`config.mk`:
```
export PLATFORM = sky130hd
export DESIGN_NAME = struct_bus_assembler
export DESIGN_NICKNAME = d
export VERILOG_FILES = /design/src/rtl/struct_bus_assembler.sv
export SDC_FILE = /design/constraint.sdc
export NUM_CORES = 1
export LEC_CHECK = 0
export CAP_MARGIN = 40
export CORE_MARGIN = 1.5
export CORE_UTILIZATION = 46
export DETAILED_ROUTE_END_ITERATION = 12
export MAX_ROUTING_LAYER = met4
export PLACE_DENSITY = 0.81
export SLEW_MARGIN = 20
export SYNTH_ARGS = -nofsm -noshare
export SYNTH_HDL_FRONTEND = slang
export SYNTH_SLANG_ARGS = --single-unit
```
`constraint.sdc`:
```
create_clock -name clk -period 2.1 [get_ports clk]
set_clock_uncertainty 0.05 [all_clocks]
set_input_delay 0.63 -clock clk [delete_from_list [all_inputs] [get_ports clk]]
set_output_delay 0.63 -clock clk [all_outputs]
set_load 0.005 [all_outputs]
```
`src/rtl/struct_bus_assembler.sv`:
```
// struct_bus_assembler: collects three consecutive WIDTH-bit beats into one
// packed {a, b, c} struct and hands it downstream over valid/ready. A beat
// flagged start-of-frame in the middle of a struct restarts assembly and
// raises a sticky sync error. Delivered structs are counted, with wrap.
module struct_bus_assembler #(
  parameter int WIDTH = 8,
  parameter int CNT_W = 16
) (
  input  logic               clk,
  input  logic               rst,
  input  logic               in_valid,
  output logic               in_ready,
  input  logic [WIDTH-1:0]   in_data,
  input  logic               in_sof,
  output logic               bus_valid,
  input  logic               bus_ready,
  output logic [3*WIDTH-1:0] bus,
  output logic               sync_err,
  output logic [CNT_W-1:0]   frame_cnt
);

  typedef enum logic [1:0] {
    FILL_A = 2'd0,
    FILL_B = 2'd1,
    FILL_C = 2'd2,
    HOLD   = 2'd3
  } state_t;

  state_t           state;
  state_t           state_nxt;
  logic             accept;
  logic             deliver;
  logic             load_a;
  logic             load_b;
  logic             load_c;
  logic             set_err;
  logic [WIDTH-1:0] a_p0;
  logic [WIDTH-1:0] b_p0;
  logic [WIDTH-1:0] c_p0;

  // Wrapping increment of the delivered-struct counter.
  function automatic logic [CNT_W-1:0] cnt_inc(input logic [CNT_W-1:0] cnt);
    logic [CNT_W-1:0] one;
    one = '0;
    one[0] = 1'b1;
    return cnt + one;
  endfunction

  // A beat is only refused while a finished struct waits for the consumer;
  // in HOLD a delivery frees the register in the same cycle, so the beat
  // arriving then is taken as the next field a without a bubble.
  assign in_ready  = (state != HOLD) | bus_ready;
  assign bus_valid = (state == HOLD);
  assign accept    = in_valid & in_ready;
  assign deliver   = bus_valid & bus_ready;
  assign bus       = {a_p0, b_p0, c_p0};

  // Next-state and field-load decode.
  always_comb begin
    state_nxt = state;
    load_a    = 1'b0;
    load_b    = 1'b0;
    load_c    = 1'b0;
    set_err   = 1'b0;
    case (state)
      FILL_A: begin
        if (accept) begin
          load_a    = 1'b1;
          state_nxt = FILL_B;
        end
      end
      FILL_B: begin
        if (accept) begin
          if (in_sof) begin
            // Start-of-frame mid-struct: drop the partial, restart with a.
            load_a    = 1'b1;
            set_err   = 1'b1;
            state_nxt = FILL_B;
          end else begin
            load_b    = 1'b1;
            state_nxt = FILL_C;
          end
        end
      end
      FILL_C: begin
        if (accept) begin
          if (in_sof) begin
            load_a    = 1'b1;
            set_err   = 1'b1;
            state_nxt = FILL_B;
          end else begin
            load_c    = 1'b1;
            state_nxt = HOLD;
          end
        end
      end
      HOLD: begin
        if (deliver) begin
          if (accept) begin
            load_a    = 1'b1;
            state_nxt = FILL_B;
          end else begin
            state_nxt = FILL_A;
          end
        end
      end
      default: state_nxt = FILL_A;
    endcase
  end

  // State register.
  always_ff @(posedge clk) begin
    if (rst) state <= FILL_A;
    else     state <= state_nxt;
  end

  // Field registers; cleared on reset so the bus reads zero afterwards.
  always_ff @(posedge clk) begin
    if (rst) begin
      a_p0 <= '0;
      b_p0 <= '0;
      c_p0 <= '0;
    end else begin
      if (load_a) a_p0 <= in_data;
      if (load_b) b_p0 <= in_data;
      if (load_c) c_p0 <= in_data;
    end
  end

  // Delivered-struct counter.
  always_ff @(posedge clk) begin
    if (rst)          frame_cnt <= '0;
    else if (deliver) frame_cnt <= cnt_inc(frame_cnt);
  end

  // Sticky sync error; only reset clears it.
  always_ff @(posedge clk) begin
    if (rst)          sync_err <= 1'b0;
    else if (set_err) sync_err <= 1'b1;
  end

endmodule

```
==> run summary, run 1 <==
In this run the count of I/O pins placed on the die edge is 56. Counting instances, the worst hold path has a depth of 2. Counting every net in the synthesized netlist gives 208. The critical path in this run is classified as reg -> out.

For the number of warnings reported in the yosys synthesis log, the log shows 0. The number of instances in the synthesized netlist came out at 189. In this run the worst path has a maximum fanout of 4. The tools report the total routing usage reported by global routing as 0.205. Power spread over the standard cell area amounts to 596 mW/mm^2. For hold timing, the worst endpoint is sync_err$_SDFFE_PP0P_. For this run, the slowest stage of the critical path takes 0.50 ns.

The share of total power consumed by net switching came out at 0.245. The fraction of registers with async set/reset works out to 0. The tools report the number of buffers inserted for hold repair after clock tree synthesis as 0. The first global-routing pass estimated 6.59 mm of wire. For the worst-skew pair, the clock arrives at the later sink with an insertion delay of 0.30 ns. Data on the critical path arrives at its endpoint at 1.34 ns. In the routed design, unresolved DRC markers number 0.

The fraction of power consumed by the clock network is 0.331. The fraction of synthesized cell area taken by the top area cell type was 0.478. The setup TNS after final layout is 0 ns, and the combinational cell fraction of total power is 0.121.

Max capacitance violation total: 0. The filler cells instantiated in the layout total 316. Sorting the synthesized cells by area gives the leading types as sky130_fd_sc_hd__dfxtp_1 (48%), sky130_fd_sc_hd__mux2i_1 (13%), sky130_fd_sc_hd__nor2_1 (8.1%).

The tightest min-delay check is of the reg -> reg type. The routed wire length per instance was 12.9 um. Cell taking the most area after synthesis: sky130_fd_sc_hd__dfxtp_1.

The buffering stage count on the worst path with inverters included came out at 1. In this run, distinct cell masters in the synthesized netlist total 34. Relative to the synthesized area, the layout overhead comes to 45.1%.

After detailed placement, the design holds a cell count of 298. The number of flops mapped to enable cells by yosys was 0; the CTS H-tree depth was 2. The shortest period the worst path allows came out at 2.02 ns. The count of placed standard cells in the final layout, fillers left out is 306, and the combined area of the multi-input logic cells is 911 um^2.

The finished cells cover 0.00261 mm^2. The first TritonRoute pass finished after 4 iterations. Number of vias per cell: 5.14. Area of the placeable core: 0.00372 mm^2.

The run gives 0.00251 mm^2 as the total placed instance area. The data required time of the critical path came out at 1.42 ns. TritonCTS built the clock tree. Final setup violation count: 0. The share of layout cells above drive strength 1 is 0.124, and the static leakage is 0.00109 uW. The flow ran to the end, and the final reports show no timing, DRC or antenna violations.

The run gives 0 as the final max-slew violation count. The floorplan step set the die height to 65.6 um. The logs give 3.95 mm for the total length of routed wires and 1496 for the via count of the first global-routing pass. In this run the register-to-register setup slack is 0.32 ns. The run gives 0.000487 V as the worst ir drop on vdd. The signal on the critical path passes through ha_4, clkdlybuf4s50_1. The endpoint of the worst register-to-register path was a_p0[7]$_SDFFE_PP0P_. The buffer depth of the longest clock path was 2; the die width was 65.6 um. The total inserted antenna cells was 0; the maximum number of pins on one net before global-route repair was 26.

The count of nets left with antenna violations once routing finished came out at 0. Grouping stages by cell kind, the critical path spends the most delay in buffers and inverters. The most used flip-flop cell after synthesis is sky130_fd_sc_hd__dfxtp_1.

The number of antenna violations at the first check in global routing was 0; the area taken by flip-flops and latches was 863 um^2. The die covers 0.00430 mm^2. Portion of total power attributed to sequential cells: 0.547. The share of the cycle needed by the critical path after routing is 0.963. Launching point of the worst reg2reg path: state[0]$_SDFFE_PP0P_. In this run, CTS created clock tree buffers numbering 5.

The count of buffers added on input and output ports is 55. Once the clock tree was built, the setup fixing pass inserted 0 buffers. For the number of clock sinks, the log shows 43.

After clock tree synthesis, the clock-pin slew on the worst setup and hold paths is 0.08 ns. The source of the worst hold timing path is sync_err$_SDFFE_PP0P_. For the pin with the worst max-slew slack, the measured transition is 0.330 ns.

The logs give 68 for the number of DRC violations after detailed-routing iteration 0 and 0 for the global route total overflow. The synthesized area per cell was 9.53 um^2. Detailed placement finished with a half-perimeter wire length of 2.81 mm.

Setup repair after global routing left no endpoint under its margin. The internal portion of the total power is 1180 uW. The starting utilization of the core area is 0.485. The total count of hold-check failures in the final report is 0.

The capturing element type of the critical path was an output pin. The maximum frequency from static timing analysis was 495 MHz. Clock tree synthesis selected as its root buffer the cell sky130_fd_sc_hd__clkbuf_8.

Max-slew headroom at the worst pin: 0.778. STA classifies the critical path startpoint as a flop. The post-synthesis sequential area ratio is 0.478. The run gives 276 as the layout net count. Highest-delay cell along the critical path: sky130_fd_sc_hd__clkdlybuf4s50_1.

The net load switching power came out at 381 uW. The number of cells on the worst reg-to-reg path is 6. The post-synthesis register bit count was 43.

The detailed router placed 1572 vias in this run. The placement row count is 22. The tools report the cell area after synthesis as 0.00180 mm^2. At the end of routability-driven placement, the weighted congestion stood at 0.751.
logic make-up after synthesis:
kind of cell,synth area share
AND/OR/NAND/NOR,0.211
flip-flops,0.478
multiplexers,0.140
AO/OA/AOI/OAI,0.0535
buffers and inverters,0.0271
XOR/XNOR,0.0486
adder cells (fa/ha/maj),0.0417
per-layer routing:
layer	global-route usage	vias to the layer above	share of wire
li1	-	783	-
met4	0.0781	0	0.014
met3	0.0565	7	0.055
met1	0.242	742	0.45
met5	-	-	0
met2	0.332	40	0.47
cells in the final DEF, fill, tap and decap left out, drive strengths merged, types with 3 or more instances in the layout:
master / n
clkdlybuf4s50: 53
dfxtp: 43
nor2: 39
mux2i: 24
buf: 14
nand2: 10
a21oi: 6
ha: 6
clkbuf: 6
xor2: 5
nor3: 5
xnor2: 5
nand4: 5
inv: 4
or3: 4
nand3: 4
o21ai: 3
sequential cells by signal (all words and copies together), names as in the netlist:
name and cells:
sync_err 1, frame_cnt 16, a_p0 8, b_p0 8
state 2, c_p0 8
stage by stage:
step / hold slack, ns / utilization / total power, uW / setup WS (ns)
after floorplan: 0.415 / - / 957 / 0.413
after global placement: 0.413 / 0.675 / 1050 / -0.392
after detailed placement: 0.420 / 0.675 / 1060 / -0.375
after CTS: 0.440 / 0.702 / 1580 / 0.00305
after global routing: 0.462 / 0.703 / 1630 / 0.0366
final: 0.432 / 0.703 / 1560 / 0.0786
synthesized netlist by cell type (all sizes together) (2+ instances only):
cell	number
a211o	2
a21oi	6
buf	2
clkbuf	6
dfxtp	43
ha	6
inv	4
mux2i	24
nand2	10
nand2b	2
nand3	4
nand4	5
nand4b	2
nor2	39
nor3	5
nor4	2
o21ai	3
or3	4
xnor2	5
xor2	5
how the worst max path moves through the flow:
stage,start,endpoint,slack [ns],cells past startpoint
6_report,state[1]$_SDFFE_PP0P_,bus_valid,0.08,2
2_1_floorplan,state[1]$_SDFFE_PP0P_,frame_cnt[14]$_SDFFE_PP0N_,0.41,5
3_5_place_dp,bus_ready,in_ready,-0.38,3
4_1_cts,state[1]$_SDFFE_PP0P_,bus_valid,0.003,2
5_1_grt,state[0]$_SDFFE_PP0P_,bus_valid,0.04,2
3_3_place_gp,bus_ready,in_ready,-0.39,3
power groups by stage:
stage / combinational [uW] / clock [uW] / sequential, uW
finish: 189 / 516 / 853
global route: 207 / 562 / 856
CTS: 191 / 535 / 852
detailed placement: 189 / 0 / 870
global placement: 186 / 0 / 869
floorplan: 87.3 / 0 / 870
worst min-delay path: cells and delay by family, from the launching register on:
family           cells  cell delay, ns
AO/OA/AOI/OAI        1            0.04
flip-flops           1            0.34
AND/OR/NAND/NOR      1            0.07
what timing repair did:
| item | in CTS | in global routing |
|---|---|---|
| resized for setup | 5 | 2 |
| gates cloned | 0 | 0 |
| setup endpoints to repair | 2 | 1 |
cell type report:
cell class              instances  area share
clock buffers                   6      0.0278
well taps                      48      0.0230
clock inverters                 2     0.00479
multi-input cells             134       0.349
flip-flops and latches         43       0.330
inverters                       4     0.00575
repair buffers                 69       0.260
(Power assumes the default switching activity.)
==> run 2: changes to the inputs <==
--- a/config.mk
+++ b/config.mk
@@ -11,6 +11,7 @@
 export DETAILED_ROUTE_END_ITERATION = 12
 export MAX_ROUTING_LAYER = met4
 export PLACE_DENSITY = 0.81
+export REMOVE_ABC_BUFFERS = 1
 export SLEW_MARGIN = 20
 export SYNTH_ARGS = -nofsm -noshare
 export SYNTH_HDL_FRONTEND = slang
==> constraint.sdc (replaced) <==
create_clock -name clk -period 2.1 [get_ports clk]
set_clock_uncertainty 0.05 [all_clocks]
set_input_delay 0.63 -clock clk [delete_from_list [all_inputs] [get_ports clk]]
set_output_delay 0.63 -clock clk [all_outputs]
set_load 0.1 [all_outputs]
==> run 2 against run 1 <==
Combinational power increased by 100%. Non-clock buffer count grew 3. Flip-flop and latch count is the same. Maximum frequency grew 1.7%. Cell count is 0.65% higher. Global-route usage up 4.4 points. Total power increased by 19%. Register-to-register slack worse by 0.07 ns. Highest routed layer unchanged.
==> run summary, run 2 (synthesis gave the netlist of run 1 again) <==
The element type at the critical path start was a flop (unchanged). The worst hold slack came out at 0.471 ns (was 0.432 ns). For the routability congestion estimate, the log shows 0.835 (was 0.751).

The tools report the data required time of the critical path as 1.42 ns (about the same). The insertion delay of the later-clocked pin in the worst-skew pair is 0.29 ns (was 0.30 ns). TritonCTS built the clock tree. The area growth from synthesis to final layout is 70.5% (was 45.1%), and the number of buffers created by CTS is 5 (unchanged).

The tools report the final setup violation count as 0 (unchanged). The total placed instance area is 0.00295 mm^2 (was 0.00251 mm^2). The share of layout cells above drive strength 1 is 0.285 (was 0.124). The utilization after layout is 0.826 (was 0.703), and the post-detailed-placement half-perimeter wirelength is 3.57 mm (was 2.81 mm). The number of clock sinks was 43 (unchanged); the transition at the pin with the smallest max-transition slack was 0.344 ns (was 0.330 ns).

The run gives 0.000541 V (was 0.000487 V) as the worst ir drop on vdd. The starting utilization of the core area is 0.485 (unchanged). The clock transition at the registers of the reported paths is 0.08 ns (about the same).

The CTS H-tree depth is 2 (unchanged), and the wire length of the first global-routing pass is 7.97 mm (was 6.59 mm). Commonest non-fill, non-tap cells in the layout: sky130_fd_sc_hd__buf_12 (45), sky130_fd_sc_hd__dfxtp_1 (43), sky130_fd_sc_hd__nor2_1 (39) (was sky130_fd_sc_hd__clkdlybuf4s50_1 (53), sky130_fd_sc_hd__dfxtp_1 (41), sky130_fd_sc_hd__nor2_1 (39)). The run gives 62 (was 68) as the number of DRC violations after detailed-routing iteration 0. The count of placed standard cells in the final layout, fillers left out is 308 (was 306). The number of buffers inserted by port buffering is 55 (unchanged), and the number of vias per cell is 5.25 (was 5.14).

The total count of hold-check failures in the final report was 0 (unchanged); the setup TNS after final layout was 0 ns (unchanged). The shortest period the worst path allows is 1.99 ns (was 2.02 ns), and the static leakage is 0.00133 uW (was 0.00109 uW). The logs give 0 (unchanged) for the max capacitance violation total and 279 (was 276) for the layout net count. The area of the placeable core was 0.00372 mm^2 (unchanged).

The run gives 56 (unchanged) as the number of ports placed on the die boundary. The worst min-delay path category was reg -> reg (unchanged). The via count of the first global-routing pass is 1709 (was 1496), and the detailed-route DRC error count is 0 (unchanged). Die width: 65.6 um (unchanged). Setup slack on the worst flop-to-flop path: 0.25 ns (was 0.32 ns).

The routed wire length per instance works out to 14.7 um (was 12.9 um). The post-route antenna net violation count was 0 (unchanged); the maximum number of pins on one net before global-route repair was 26 (unchanged). The root cell of the clock tree was sky130_fd_sc_hd__clkbuf_8 (unchanged).

The total routing usage reported by global routing is 0.248 (was 0.205), and the height of the die is 65.6 um (unchanged). For the number of antenna violations at the first check in global routing, the log shows 0 (unchanged). The buffer depth of the longest clock path is 2 (unchanged).

The commonest non-fill, non-tap cell in the layout was sky130_fd_sc_hd__buf_12 (was sky130_fd_sc_hd__clkdlybuf4s50_1). The number of flip-flops in the largest register was 16 (unchanged). The run finished with clean final reports.

The tools report the final design instance area without fill as 0.00307 mm^2 (was 0.00261 mm^2). Capturing element type of the critical path: an output pin (unchanged). The share of the cycle needed by the critical path after routing was 0.946 (was 0.963). Register containing the most flip-flops in the final layout: frame_cnt (unchanged).

The largest fanout on the critical path came out at 8 (was 4). The run gives 1.31 ns (was 1.34 ns) as the data arrival time at the worst-slack endpoint. Max-slew headroom at the worst pin: 0.769 (was 0.778). The number of detailed-routing iterations run before antenna repair came out at 6 (was 4).

The logs give 0 (unchanged) for the total inserted antenna cells and 503 MHz (was 495 MHz) for the maximum frequency from static timing analysis. Setup repair after global routing left no endpoint under its margin. The run gives 1616 (was 1572) as the vias after detailed routing.

Power density over cell area: 604 mW/mm^2 (was 596 mW/mm^2). The classification of the worst setup path is reg -> out (unchanged). The logs give 0 (unchanged) for the final max-slew violation count and 0.00430 mm^2 (unchanged) for the die area.

For the global route total overflow, the log shows 0 (unchanged). The cell count after placement was 300 (was 298). The placement row count came out at 22 (unchanged). The total length of routed wires is 4.53 mm (was 3.95 mm).
run 2: changes by cell type in the layout (fill, tap and decap cells not counted):
| cell | previous run | this run |
|---|---|---|
| sky130_fd_sc_hd__buf_12 | 2 | 45 |
| sky130_fd_sc_hd__clkdlybuf4s50_1 | 53 | 11 |
| sky130_fd_sc_hd__buf_4 | 12 | 15 |
| sky130_fd_sc_hd__dfxtp_1 | 41 | 43 |
| sky130_fd_sc_hd__dfxtp_2 | 2 | 0 |
| sky130_fd_sc_hd__bufinv_16 | 0 | 1 |
| sky130_fd_sc_hd__clkinv_2 | 1 | 0 |
| sky130_fd_sc_hd__clkinvlp_4 | 1 | 0 |
| sky130_fd_sc_hd__dlygate4sd2_1 | 2 | 1 |
| sky130_fd_sc_hd__ha_1 | 5 | 6 |
| sky130_fd_sc_hd__ha_4 | 1 | 0 |
run 2: per-stage QoR:
| step | setup slack, ns | power, uW |
|---|---|---|
| after floorplan | -1.29 | 1090 |
| after global placement | -0.123 | 1250 |
| after detailed placement | -0.171 | 1260 |
| after CTS | 0.101 | 1860 |
| after global routing | 0.0481 | 1930 |
| final | 0.113 | 1850 |
run 2: cell type report:
type,count,area (um^2)
fillers,201,647
well taps,48,60.1
inverters,4,15.0
repair buffers,72,1130
multi-input cells,134,898
clock inverters,1,30.0
flip-flops and latches,43,861
clock buffers,6,72.6
run 2: power by group:
group	total (uW)	switching [uW]	internal (uW)
sequential	861	23.8	838
clock	612	264	348
combinational	380	229	151
run 2: final timing paths:
kind                              start                          to  cells after the start
setup / recovery  state[1]$_SDFFE_PP0P_                   bus_valid                      3
setup reg to reg  state[1]$_SDFFE_PP0P_  frame_cnt[14]$_SDFFE_PP0N_                      6
hold reg to reg   state[1]$_SDFFE_PP0P_       state[1]$_SDFFE_PP0P_                      2
hold / removal    state[1]$_SDFFE_PP0P_       state[1]$_SDFFE_PP0P_                      2
run 2: critical path: stages, from the launching register on:
cell                      delay (ns)
sky130_fd_sc_hd__dfxtp_1        0.39
sky130_fd_sc_hd__ha_1           0.24
sky130_fd_sc_hd__buf_4          0.20
sky130_fd_sc_hd__buf_12         0.18
run 2: routing by layer:
| layer | track usage | vias up | part of all wire |
|---|---|---|---|
| li1 | - | 794 | - |
| met1 | 0.259 | 759 | 0.39 |
| met2 | 0.431 | 56 | 0.51 |
| met3 | 0.0976 | 7 | 0.081 |
| met4 | 0.0781 | 0 | 0.015 |
| met5 | - | - | 0 |
run 2: timing repair:
| action | in CTS | in global routing |
|---|---|---|
| setup endpoints to repair | 1 | 0 |
| resized for setup | 3 | 0 |
| hold buffers | 0 | 0 |
| setup buffers | 1 | 0 |
| hold endpoints to repair | 0 | 0 |
==> edit 1 (flow settings as in run 1) <==
The 4 states of `state_t` get a one-hot encoding in 4 bits.
--- a/src/rtl/struct_bus_assembler.sv
+++ b/src/rtl/struct_bus_assembler.sv
@@ -19,11 +19,11 @@
   output logic [CNT_W-1:0]   frame_cnt
 );
 
-  typedef enum logic [1:0] {
-    FILL_A = 2'd0,
-    FILL_B = 2'd1,
-    FILL_C = 2'd2,
-    HOLD   = 2'd3
+  typedef enum logic [3:0] {
+    FILL_A = 4'b0001,
+    FILL_B = 4'b0010,
+    FILL_C = 4'b0100,
+    HOLD   = 4'b1000
   } state_t;
 
   state_t           state;
Behaviour: no difference found for any inputs over 10 cycles, from zero or initial values and one cycle with rst high; not proved beyond that.
==> edit 1 against run 1 <==
  * The flow now finishes with violations (setup timing)
  * First-iteration DRC count decreased by 18%
  * Routed wire length increased by 9.7%
  * Critical path depth rose by 2
  * Sequential power increased by 3.2%
  * Clock power is essentially flat
  * Final area rose by 8.1%
  * Via count rose by 8.5%
  * Maximum frequency decreased by 3.8%
  * Sequential share of layout area shrank 1.1 points
  * Sequential cell count rose by 2
  * Largest power group unchanged
  * Worst setup slack got worse by 81 ps
  * Area after synthesis rose by 9.8%
  * Power rose by 0.94%
==> edit 1: results (changes against run 1) <==
Placed design
  • Dpl ws: -334 ps (was -375 ps)
  • HPWL after DPL: 3050 um (was 2810 um)
  • Placer Congestion: 0.831 (was 0.751)

Cells and area
  • Most flop-heavy register: frame_cnt (unchanged)
  • Max reg flops: 16 (unchanged)
  • Layout Nets: 294 (was 276)

Critical path
  • Family with the most delay on the worst path: simple AND/OR/NAND/NOR gates (was buffers and inverters)
  • Critical Path AT: 1420 ps (was 1340 ps)
  • Worst path slowest cell: or4b_4 (was clkdlybuf4s50_1)
  • Crit path max fanout: 2 (was 4)

Global route
  • GRT Overall Usage: 0.215 (was 0.205)
  • First-pass GRT wire length: 7360 um (was 6590 um)

STA
  • Setup slack after layout: -2.24 ps (was 78.6 ps)
  • Setup TNS: -2.24 ps (was 0 ps)
  • Pin slew with the least headroom to its limit: 384 ps (was 330 ps)
  • Setup violators final: 1 (was 0)

Route
  • Routed len/inst: 13.1 um (was 12.9 um)
  • DR vias: 1705 (was 1572)
  • Iteration-0 DRC Markers: 56 (was 68)
  • Routed Wire Length: 4330 um (was 3950 um)

Power and ir drop
  • Lkg Pwr: 1.17 nW (was 1.09 nW)
  • Peak supply drop: 486 uV (was 487 uV)
  • Switching power total: 0.000369 W (was 0.000381 W)

Outcome
  • Failing checks: setup timing
  • Run status: finished with violations (was complete, no violations)

Synth
  • Synthesized area per cell: 9.50 um2 (was 9.53 um2)
  • Synth top area cells: dfxtp_1 (46%), mux2i_1 (12%), nand2b_1 (5.4%), nor2_1 (4.9%), xor2_1 (3.5%) (was dfxtp_1 (48%), mux2i_1 (13%), nor2_1 (8.1%), ha_1 (4.2%), xnor2_1 (2.4%))
  • Sequential area share after synthesis: 0.456 (was 0.478)
  • Cell variety after synth: 37 (was 34)

CTS
  • Num CTS Buffers: 5 (unchanged)
edit 1: final timing paths:
kind / startpoint / to / slack, ps / cells past startpoint
max reg2reg: state[2]$_SDFFE_PP0P_ / frame_cnt[15]$_SDFFE_PP0N_ / 30 / 5
min: a_p0[7]$_SDFFE_PP0P_ / a_p0[7]$_SDFFE_PP0P_ / 420 / 2
max: state[2]$_SDFFE_PP0P_ / bus_valid / -2 / 4
min reg2reg: a_p0[7]$_SDFFE_PP0P_ / a_p0[7]$_SDFFE_PP0P_ / 420 / 2
edit 1: per-layer routing:
layer	up-vias	global-route usage	part of all wire
met2	38	0.355	0.48
met1	798	0.241	0.45
li1	863	-	-
met5	-	-	0
met4	0	0.0875	0.016
met3	6	0.0666	0.055
edit 1: layout make-up:
cell class | count | area (um2) | area share
multi-input combinational | 146 | 1010 | 0.358
clock buffer | 6 | 72.6 | 0.0257
clock inverter | 1 | 8.76 | 0.00310
timing repair buffer | 77 | 746 | 0.264
sequential | 45 | 902 | 0.319
tap | 50 | 62.6 | 0.0221
inverter | 5 | 21.3 | 0.00753
edit 1: cell families (layout without fill, tap and decap cells):
family                     after synthesis  in the layout  share of synthesized area
AOI/OAI and AO/OA                       27             27                     0.0861
xor gates and xnor gates                10             10                     0.0443
adders and majority gates                1              1                    0.00633
buffers and inverters                   17             89                     0.0468
DFF                                     45             45                      0.456
muxes                                   24             24                      0.122
and+or+nand+nor                         84             84                      0.239
edit 1: power by group through the flow:
stage	registers (W)	clock network (W)	logic, W
after floorplan	0.000900	0	0.0000852
after global routing	0.000882	0.000561	0.000192
final	0.000880	0.000514	0.000178
after global placement	0.000899	0	0.000172
after CTS	0.000880	0.000530	0.000176
after detailed placement	0.000900	0	0.000174
edit 1: timing repair:
action,4_1_cts,5_1_grt
gates resized for setup,18,2
setup buffers,2,0
pin swaps,2,3
setup endpoints to repair,3,14
gates cloned,0,0
edit 1: worst register-to-register path: cells and delay by family, from the launching register on:
family	cells	cell delay, ps
buffers and inverters	1	170
AND/OR/NAND/NOR	3	1340
AO/OA/AOI/OAI	1	150
flip-flops	1	310
edit 1: stage by stage:
stage	area, um2	util
after global routing	2830	0.696
after detailed placement	2700	0.665
after floorplan	1980	-
after global placement	2700	0.665
after CTS	2820	0.695
final	2830	0.696
==> edit 2 (flow settings as in run 1) <==
Without the edit above. Set the parameter `CNT_W` to 32 (it was 16).
--- a/src/rtl/struct_bus_assembler.sv
+++ b/src/rtl/struct_bus_assembler.sv
@@ -4,7 +4,7 @@
 // raises a sticky sync error. Delivered structs are counted, with wrap.
 module struct_bus_assembler #(
   parameter int WIDTH = 8,
-  parameter int CNT_W = 16
+  parameter int CNT_W = 32
 ) (
   input  logic               clk,
   input  logic               rst,
Interface: changed (resized frame_cnt); port bits go from 56 to 72. No check against the original RTL was run, so the function may have changed too.
==> edit 2 against run 1 <==
  * Area after synthesis is 43% higher
  * Worst setup slack got worse by 38 ps
  * Power increased by 58%
  * Sequential cell count grew 16
  * Final area up 50%
  * Non-clock buffer count increased by 35
  * Routed wire length up 73%
  * Critical endpoint is now frame_cnt[22]$_SDFFE_PP0N_
==> edit 2: results (changes against run 1) <==
Outcome
  • Run status: complete, no violations (unchanged)

Route
  • Iteration-0 DRC Markers: 166 (was 68)
  • Met3 routed WL: 431 um (was 219 um)
  • Met2 WL post-DR: 3350 um (was 1880 um)
  • Met1 WL: 2950 um (was 1800 um)

CTS
  • H-tree depth: 3 (was 2)
  • Num CTS Buffers: 9 (was 5)
  • Clk_lat worst skew: 340 ps (was 300 ps)
  • CTS resizes: 13 (was 5)

Placed design
  • HPWL after DPL: 4360 um (was 2810 um)
  • Dpl ws: -649 ps (was -375 ps)
  • Placed insts: 440 (was 298)
  • Port Buffers: 71 (was 55)

Global route
  • Vias in the first global route: 2416 (was 1496)
  • GRT Overall Usage: 0.243 (was 0.205)
  • GRT met3 Usage: 0.0882 (was 0.0565)
  • Largest net degree at the start of global routing: 48 (was 26)
  • GR Util met2: 0.385 (was 0.332)
  • GR Util met1: 0.274 (was 0.242)

Cells and area
  • Non-Clock Buffer Count: 104 (was 69)
  • Clock Buffer Count: 11 (was 6)
  • Multi-In Gates: 201 (was 134)
  • Multi-input gate share of total cell area: 0.357 (was 0.349)
  • Layout Cells excl Fill: 460 (was 306)
  • Non-CTS inverters: 8 (was 4)
  • Fillers: 378 (was 316)
  • Share of layout cells above drive strength 1: 0.196 (was 0.124)
  • Fraction of area in registers: 0.303 (was 0.330)
  • Layout Nets: 402 (was 276)
  • Clock buf/inv share: 0.0543 (was 0.0326)
  • Max reg flops: 32 (was 16)

Power and ir drop
  • Pwr dens: 631 mW/mm2 (was 596 mW/mm2)
  • Power Clock: 0.00109 W (was 0.000516 W)
  • Switching power total: 0.000591 W (was 0.000381 W)
  • Lkg Pwr: 1.54 nW (was 1.09 nW)

Synth
  • Mux cell area share after synthesis: 0.107 (was 0.140)
  • Syn_nets: 301 (was 208)
  • XOR/XNOR Fraction of Synth Area: 0.0340 (was 0.0486)
  • Compound-cell area share of the yosys netlist: 0.106 (was 0.0535)
  • Adder-Cell Fraction of Synth Area: 0.0292 (was 0.0417)
  • Top post-synthesis cells by count: dfxtp_1 (59), nor2_1 (40), mux2i_1 (24) (was dfxtp_1 (43), nor2_1 (39), mux2i_1 (24))
  • Cell variety after synth: 35 (was 34)
  • Synth top area cells: dfxtp_1 (46%), mux2i_1 (9.3%), nor2_1 (5.8%), or4_1 (3.8%), a21oi_1 (3.7%) (was dfxtp_1 (48%), mux2i_1 (13%), nor2_1 (8.1%), ha_1 (4.2%), xnor2_1 (2.4%))

STA
  • Pin slew with the least headroom to its limit: 451 ps (was 330 ps)

Critical path
  • Crit path max fanout: 8 (was 4)

Floorplanning
  • Taps Inserted: 72 (was 48)
## edit 2: worst max-delay path, stage by stage, from the launching register on
cell	delay [ps]
dfxtp_2	360
ha_4	170
and3_4	210
or4b_4	540
or4_1	550
a21oi_2	120
## edit 2: metrics by stage
| stage | TNS [ps] | util |
|---|---|---|
| after floorplan | -568 | - |
| after global placement | -16790 | 0.663 |
| after detailed placement | -18480 | 0.663 |
| after CTS | 0 | 0.709 |
| after global routing | -53.0 | 0.720 |
| final | 0 | 0.720 |
## edit 2: final timing paths
path / from / to / slack [ps] / depth (start not counted)
worst min register to register: b_p0[0]$_SDFFE_PP0P_ / b_p0[0]$_SDFFE_PP0P_ / 450 / 2
worst min-delay path: b_p0[0]$_SDFFE_PP0P_ / b_p0[0]$_SDFFE_PP0P_ / 450 / 2
worst max register to register: state[1]$_SDFFE_PP0P_ / frame_cnt[22]$_SDFFE_PP0N_ / 40 / 5
worst max-delay path: state[1]$_SDFFE_PP0P_ / frame_cnt[22]$_SDFFE_PP0N_ / 40 / 5
